### config.mk
export PLATFORM = sky130hd
export DESIGN_NAME = mem_arbiter
export DESIGN_NICKNAME = d
export VERILOG_FILES = /design/src/rtl/mem_arbiter.sv
export SDC_FILE = /design/constraint.sdc
export NUM_CORES = 1
export LEC_CHECK = 0
export CORE_UTILIZATION = 45
export CTS_BUF_LIST = sky130_fd_sc_hd__clkbuf_4
export DETAILED_ROUTE_END_ITERATION = 8
export PLACE_DENSITY = 0.95
export SETUP_SLACK_MARGIN = 0.05
export SKIP_LAST_GASP = 1
export SYNTH_ARGS = -nofsm -noshare
export SYNTH_HDL_FRONTEND = slang
export SYNTH_SLANG_ARGS = --single-unit
### constraint.sdc
create_clock -name clk -period 6.2 [get_ports clk]
set_clock_uncertainty 0.1 [all_clocks]
set_input_delay 0.62 -clock clk [delete_from_list [all_inputs] [get_ports clk]]
set_output_delay 0.62 -clock clk [all_outputs]
set_load 0.1 [all_outputs]
### src/rtl/mem_arbiter.sv
// Purpose  : shares one data-memory port between instruction fetch (port 0) and the load/store unit (port 1).
// Latency  : request accepted at cycle t -> memory access at t+1 -> response valid at t+2; next accept at t+3 at the earliest.
// Backpress: a response is held, data stable, until rspN_ready; no request is accepted until then (reqN_ready=0 outside IDLE).
//
// Ports (N = 0, 1):
//   clk, rst                 clock and asynchronous active-high reset
//   reqN_valid/reqN_ready    request handshake; reqN_addr/_wdata/_is_store/_type request payload
//   rspN_valid/rspN_ready    response handshake; rspN_rdata captured load data (0 for stores)
//   mem_addr/_wdata/_type    memory request fields, driven only during the ACCESS cycle, 0 otherwise
//   mem_is_store             memory write strobe, high only during ACCESS
//   mem_loaddata             combinational read data returned by the memory
//
// Build option: define MEM_ARB_RR_EN for round-robin arbitration on ties. Without it,
// port 1 wins ties, except that port 0 is forced through after STARVE_LIMIT consecutive losses.

module mem_arbiter #(
    parameter int ADDR_W       = 14,
    parameter int STARVE_LIMIT = 4
) (
    input  logic              clk,
    input  logic              rst,

    input  logic              req0_valid,
    output logic              req0_ready,
    input  logic [ADDR_W-1:0] req0_addr,
    input  logic [31:0]       req0_wdata,
    input  logic              req0_is_store,
    input  logic [2:0]        req0_type,
    output logic              rsp0_valid,
    input  logic              rsp0_ready,
    output logic [31:0]       rsp0_rdata,

    input  logic              req1_valid,
    output logic              req1_ready,
    input  logic [ADDR_W-1:0] req1_addr,
    input  logic [31:0]       req1_wdata,
    input  logic              req1_is_store,
    input  logic [2:0]        req1_type,
    output logic              rsp1_valid,
    input  logic              rsp1_ready,
    output logic [31:0]       rsp1_rdata,

    output logic [ADDR_W-1:0] mem_addr,
    output logic [31:0]       mem_wdata,
    output logic              mem_is_store,
    output logic [2:0]        mem_type,
    input  logic [31:0]       mem_loaddata
);

    localparam logic [1:0] S_IDLE   = 2'd0;
    localparam logic [1:0] S_ACCESS = 2'd1;
    localparam logic [1:0] S_RESP   = 2'd2;

    // ------------------------------------------------------------------
    // State
    // ------------------------------------------------------------------
    logic [1:0]        state_q,    state_d;
    logic              owner_q,    owner_d;     // port that owns the in-flight transaction
    logic [ADDR_W-1:0] addr_q,     addr_d;
    logic [31:0]       wdata_q,    wdata_d;
    logic              is_store_q, is_store_d;
    logic [2:0]        type_q,     type_d;
    logic [31:0]       rdata_q,    rdata_d;

`ifdef MEM_ARB_RR_EN
    logic              rr_last_q,  rr_last_d;   // port granted by the most recent accept
`else
    localparam int CNT_W = $clog2(STARVE_LIMIT + 1);
    logic [CNT_W-1:0]  starve_cnt_q, starve_cnt_d;
    logic              starve_hit;
`endif

    // ------------------------------------------------------------------
    // Arbitration (combinational, only meaningful in IDLE)
    // ------------------------------------------------------------------
    logic grant0, grant1;
    logic acc0, acc1;
    logic in_idle, in_access, in_resp;

    assign in_idle   = (state_q == S_IDLE);
    assign in_access = (state_q == S_ACCESS);
    assign in_resp   = (state_q == S_RESP);

`ifndef MEM_ARB_RR_EN
    assign starve_hit = (starve_cnt_q == CNT_W'(STARVE_LIMIT));
`endif

    always_comb begin
        grant0 = 1'b0;
        grant1 = 1'b0;
        if (req0_valid && req1_valid) begin
`ifdef MEM_ARB_RR_EN
            // The port that did not win last time takes the tie.
            grant0 = rr_last_q;
            grant1 = ~rr_last_q;
`else
            // Port 1 normally wins ties; port 0 is let through once it has lost too often.
            grant0 = starve_hit;
            grant1 = ~starve_hit;
`endif
        end else begin
            // A lone requester always wins, whatever the priority state says.
            grant0 = req0_valid;
            grant1 = req1_valid;
        end
    end

    // Ready is held low while reset is asserted so every output reads 0 in reset.
    assign req0_ready = ~rst & in_idle & grant0;
    assign req1_ready = ~rst & in_idle & grant1;

    assign acc0 = req0_valid & req0_ready;
    assign acc1 = req1_valid & req1_ready;

    // ------------------------------------------------------------------
    // Next-state logic
    // ------------------------------------------------------------------
    always_comb begin
        state_d    = state_q;
        owner_d    = owner_q;
        addr_d     = addr_q;
        wdata_d    = wdata_q;
        is_store_d = is_store_q;
        type_d     = type_q;
        rdata_d    = rdata_q;
`ifdef MEM_ARB_RR_EN
        rr_last_d  = rr_last_q;
`else
        starve_cnt_d = starve_cnt_q;
`endif

        case (state_q)
            S_IDLE: begin
                if (acc0 || acc1) begin
                    state_d    = S_ACCESS;
                    owner_d    = acc1;
                    addr_d     = acc1 ? req1_addr     : req0_addr;
                    wdata_d    = acc1 ? req1_wdata    : req0_wdata;
                    is_store_d = acc1 ? req1_is_store : req0_is_store;
                    type_d     = acc1 ? req1_type     : req0_type;
`ifdef MEM_ARB_RR_EN
                    rr_last_d  = acc1;
`else
                    // Count only real losses: port 0 asking while port 1 is granted.
                    if (acc0) begin
                        starve_cnt_d = '0;
                    end else if (req0_valid && (starve_cnt_q < CNT_W'(STARVE_LIMIT))) begin
                        starve_cnt_d = starve_cnt_q + 1'b1;
                    end
`endif
                end
            end

            S_ACCESS: begin
                // Memory read is combinational; capture it at the end of the access cycle.
                rdata_d = is_store_q ? 32'h0 : mem_loaddata;
                state_d = S_RESP;
            end

            S_RESP: begin
                if (owner_q ? rsp1_ready : rsp0_ready) begin
                    state_d = S_IDLE;
                end
            end

            default: begin
                state_d = S_IDLE;
            end
        endcase
    end

    // ------------------------------------------------------------------
    // Registers
    // ------------------------------------------------------------------
    always_ff @(posedge clk or posedge rst) begin
        if (rst) begin
            state_q    <= S_IDLE;
            owner_q    <= 1'b0;
            addr_q     <= '0;
            wdata_q    <= 32'h0;
            is_store_q <= 1'b0;
            type_q     <= 3'h0;
            rdata_q    <= 32'h0;
`ifdef MEM_ARB_RR_EN
            rr_last_q  <= 1'b0;
`else
            starve_cnt_q <= '0;
`endif
        end else begin
            state_q    <= state_d;
            owner_q    <= owner_d;
            addr_q     <= addr_d;
            wdata_q    <= wdata_d;
            is_store_q <= is_store_d;
            type_q     <= type_d;
            rdata_q    <= rdata_d;
`ifdef MEM_ARB_RR_EN
            rr_last_q  <= rr_last_d;
`else
            starve_cnt_q <= starve_cnt_d;
`endif
        end
    end

    // ------------------------------------------------------------------
    // Outputs
    // ------------------------------------------------------------------
    // Memory fields are forced to 0 outside ACCESS so a stale latched store can never
    // write; because state_q resets asynchronously, a reset mid-access drops the strobe at once.
    assign mem_addr     = in_access ? addr_q  : '0;
    assign mem_wdata    = in_access ? wdata_q : 32'h0;
    assign mem_is_store = in_access & is_store_q;
    assign mem_type     = in_access ? type_q  : 3'h0;

    assign rsp0_valid = in_resp & ~owner_q;
    assign rsp1_valid = in_resp &  owner_q;
    assign rsp0_rdata = rsp0_valid ? rdata_q : 32'h0;
    assign rsp1_rdata = rsp1_valid ? rdata_q : 32'h0;

endmodule

# Yosys cells after proc, flatten, opt, wreduce, memory -nomap -nowiden
# Index checks and enable logic that the tools add are counted.
# totals
register_bits	88
wordCells	52
inputBits	138
# op_classes
n_eq_ne	5
add_sub_neg	1
muxes	18
order_cmp	1
reduce_logical	8
bitwise	11
# op_table
operator	count
two-way mux 32 bit	5
two-way mux 14 bit	2
two-way mux 3 bit	4
bitwise AND 1 bit	8
case mux 2 bit (3 select lines)	1
two-way mux 1 bit	4
two-way mux 2 bit	2
inequality test 2 x 1 -> 1 bit (second input constant)	2
AND reduction 2 bit	2
adder 3 x 1 -> 3 bit (second input constant)	1
equality test 3 bit (second input constant)	1
< comparator 3 bit (second input constant)	1
inverter 1 bit	3
AND reduction 3 bit	1
equality test 2 x 1 -> 1 bit (second input constant)	1
equality test 2 bit (second input constant)	1
logical AND 1 bit	2
logical NOT 2 bit	1
nonzero test 2 bit	1
logical OR 1 bit	1

# Depth between registers and ports, before layout
# logic_depth
depth_word	8
depth_mapped	7
depth_no_buf	5

# Worst setup path after synthesis
# No wires, ideal clock.
# synth_path
path_type	input to output
from	input rst
to	output req0_ready
arrival_ns	2.748
stages	2
path_slack_ns	2.732
t_required_ns	5.480
cell_sequence	or4b_2 -> a21oi_1
# synth_between
elab_chain_cells	3
# synth_lines
item	line_no	source
start, declared	21	input logic rst,
inverter 1 bit	109	assign req0_ready = ~rst & in_idle & grant0;
bitwise AND 1 bit (2 in series)	109	
end, declared	24	output logic req0_ready,
# Every way passes these cells.

# Worst setup path in the final report
# layout_path
from	input rst
to	output req1_ready
# layout_between
elab_chain_cells	3
# layout_lines
item	line_no	source
inverter 1 bit	110	assign req1_ready = ~rst & in_idle & grant1;
bitwise AND 1 bit (2 in series)	110	
end, declared	34	output logic req1_ready,
# Every way passes these cells.

==> flow_summary.toml <==
[logic_synthesis]
synth-simple-area-share_pct = 31.9
synth_top_cell_area_share_pct = 44.3
synthMuxAreaShare_pct = 0.428
yosysWarnings = 0
ys_seq_area_share_pct = 44.3
ys_ff_latch = 88
synth.avg_cell_area_sq_um = 8.37
synth-adder-area-share_pct = 0.504
synth_most_common_cell = "and2_1"
synth_area_leader_cell = "dfrtp_1"
netlist-cell-type-count = 27
synth_flop_cell = "dfrtp_1"
syn-num-nets = 734
synth_edf_count = 0
synthTopCellsByArea = "dfrtp_1 44%, and2_1 14%, a31oi_1 6.3%"
synth_top_family_by_area = "simple AND/OR/NAND/NOR gates"
synthArstFlopShare_pct = 100
syn-cell-area_sq_mm = 0.00497
syn_inst = 594
synth_xor_area_share_pct = 0
synth_commonest_cells = "115 x and2_1, 88 x dfrtp_1, 66 x nand2_1, 53 x nand3_1, 51 x a21oi_1"
synth_compound_area_share_pct = 16.8

[worst_setup_path]
crit_path_top_delay_cell = "or4b_2"
reg2reg_from = "state_q[1]$_DFFE_PP0P_"
crit_chain = "clkdlybuf4s50_1 > or4b_2 > nor2_1 > clkdlybuf4s50_1"
arrival_ns = 3.73
start_kind = "primary input"
r2r_slack_ns = 3.57
cp-end-kind = "output port"
critPathTopFamily = "buffers and inverters"
critPathMaxStageDelay_ns = 1.16
cp_max_fo = 52
rr_worst_depth = 4
worstSetupPathType = "in2out"
cp_num_buf_inv = 2
crit_start = "rst"
critPathCapture = "req1_ready"
cpMostUsedCell = "clkdlybuf4s50_1"
reg2reg_to = "addr_q[12]$_DFFE_PP0P_"
cp.required_ns = 5.48
cp_num_cells = 4

[power_and_ir_drop]
swShare_pct = 56.5
p_leak_nw = 3.07
power_mw = 3.53
cellPowerDensity_mw_per_mm2 = 463
clockPowerShare_pct = 7.8
power_frac_seq_pct = 29.9
power_frac_comb_pct = 62.4
ir_drop_mv = 0.360
intPower_mw = 1.53
power_switching_mw = 1.99

[floorplanning]
dieArea_sq_mm = 0.0115
io-pin-count = 256
start_util_pct = 46.0
fp.dieW_um = 107
die_h_um = 107
core.rowCount = 38
fp.coreArea_sq_mm = 0.0108

[timing]
worst_pin_slew_ns = 1.10
rsz0062_at_grt = "false"
setup_viol = 0
relSlewSlack_pct = 26.8
fin_crit_ns = 4.45
slew_viol_final = 0
fin_crit_sh_pct = 71.7
tns_ns = 0
finalHoldViolCount = 0
max_freq_ghz = 0.225

[detailed_routing]
dr.pass1.iters = 5
vias = 5294
drt_iter0_drc = 432
drc = 0
via_per_inst = 5.56
wl_per_cell_um = 17.0
antenna_left = 0
wl_um = 16200

[job]
cap_violations = 0

[grt]
grt_overflow_total = 0
grt_pass1_vias = 5144
grt_max_degree = 62
antenna_found_initial = 1
met2_usage_pct = 48.1
grt-busiest-layer = "met2"
grt_use_total_pct = 28.0
met3_usage_pct = 5.53
grt_pass1_wl_um = 25100
use_met1_pct = 33.5

[placed_design]
gp_congestion = 0.833
port_buffers = 255
dpl-instance-area_sq_mm = 0.00751
place_hpwl_um = 11400
dp_cells = 936

[layout]
fillers = 778
drive_above_1_share_pct = 3.94
fin_nets = 947
regArea_sq_mm = 0.00220
final_cell_area_sq_mm = 0.00762
multi_input_area_sq_mm = 0.00250
stdcell_count = 953
area_delta_synth_final_pct = 53.3

[clock_network]
cts.sinks = 88
cts-hold-fix-buffers = 0
tritoncts = "yes"
worstSkewPairLatency_ns = 0.42
cts_setup_buffers = 0
clkTransAtPathRegs_ns = 0.12
cts_buffer_depth = 2
clock-root-buffer = "clkbuf_4"
cts_resized = 0
cts_max_level = 3
cts-buffers-inserted = 9

[hold_path]
holdCritStartpoint = "rdata_q[7]$_DFFE_PP0N_"
hold_class = "reg2reg"

[outcome]
status = "finished, final reports clean"
## tightest hold or removal path: cells and delay by family, from the launching register on
| kind | cells | cell delay, ns |
|---|---|---|
| simple gates | 2 | 0.10 |
| flops | 1 | 0.37 |
## cell type report
class                      count  share of cell area, %
clock buffer                  11                   1.08
tap                          140                   2.30
antenna                        1                 0.0329
inverter                       5                  0.263
multi-input combinational    440                   32.8
sequential                    88                   28.9
clock inverter                 5                  0.312
timing repair buffer         263                   34.3
## layer usage
layer  vias to the layer above  routed length (um)
li1                       2468                   -
met1                      2483                6330
met2                       293                8100
met3                        50                1190
met4                         0                 603
met5                         -                   0
## sequential cells by signal, indices dropped and copies added (netlist names)
signal / flops
is_store_q: 1
wdata_q: 32
owner_q: 1
addr_q: 14
starve_cnt_q: 3
state_q: 2
rdata_q: 32
type_q: 3
## power groups by stage
stage               Sequential [mW]  Combinational [mW]  Clock [mW]
CTS                            1.05                2.20       0.281
global placement               1.04                2.14           0
detailed placement             1.06                2.20           0
finish                         1.05                2.20       0.274
floorplan                     0.965                1.71           0
global route                   1.09                2.32       0.305
## cells in the final DEF (no fill, tap or decap), drive strengths merged, types with 5 or more instances in the layout
cell and count:
o21ai 51, clkbuf 11, nand2 66, nand3 53, clkinv 5, and2 115
nand3b 33, dfrtp 88, clkdlybuf4s50 255, a21oi 51, buf 8, a31oi 50
## cells by family (layout without fill, tap and decap cells)
kind of cell,after synthesis,count (layout)
multiplexers,2,2
other,0,1
flip-flops,88,88
AO/OA/AOI/OAI,154,154
adder cells (fa/ha/maj),2,2
AND/OR/NAND/NOR,282,282
buffers and inverters,66,284
## worst min path at each step
stage,endpoint,depth (start not counted)
floorplan,rdata_q[0]$_DFFE_PP0N_,2
global placement,rdata_q[10]$_DFFE_PP0N_,2
detailed placement,rdata_q[17]$_DFFE_PP0N_,2
CTS,rdata_q[17]$_DFFE_PP0N_,2
global route,rdata_q[17]$_DFFE_PP0N_,2
finish,rdata_q[7]$_DFFE_PP0N_,2
## per-stage QoR
stage / utilization [%] / hold WS, ns / setup slack (ns)
3_3_place_gp: 69.6 / 0.357 / 1.80
6_report: 70.6 / 0.389 / 1.75
2_1_floorplan: - / 0.344 / 2.73
5_1_grt: 70.6 / 0.427 / 1.66
4_1_cts: 70.6 / 0.397 / 1.76
3_5_place_dp: 69.6 / 0.367 / 1.77
No activity file was read; power rests on OpenSTA's default activity.
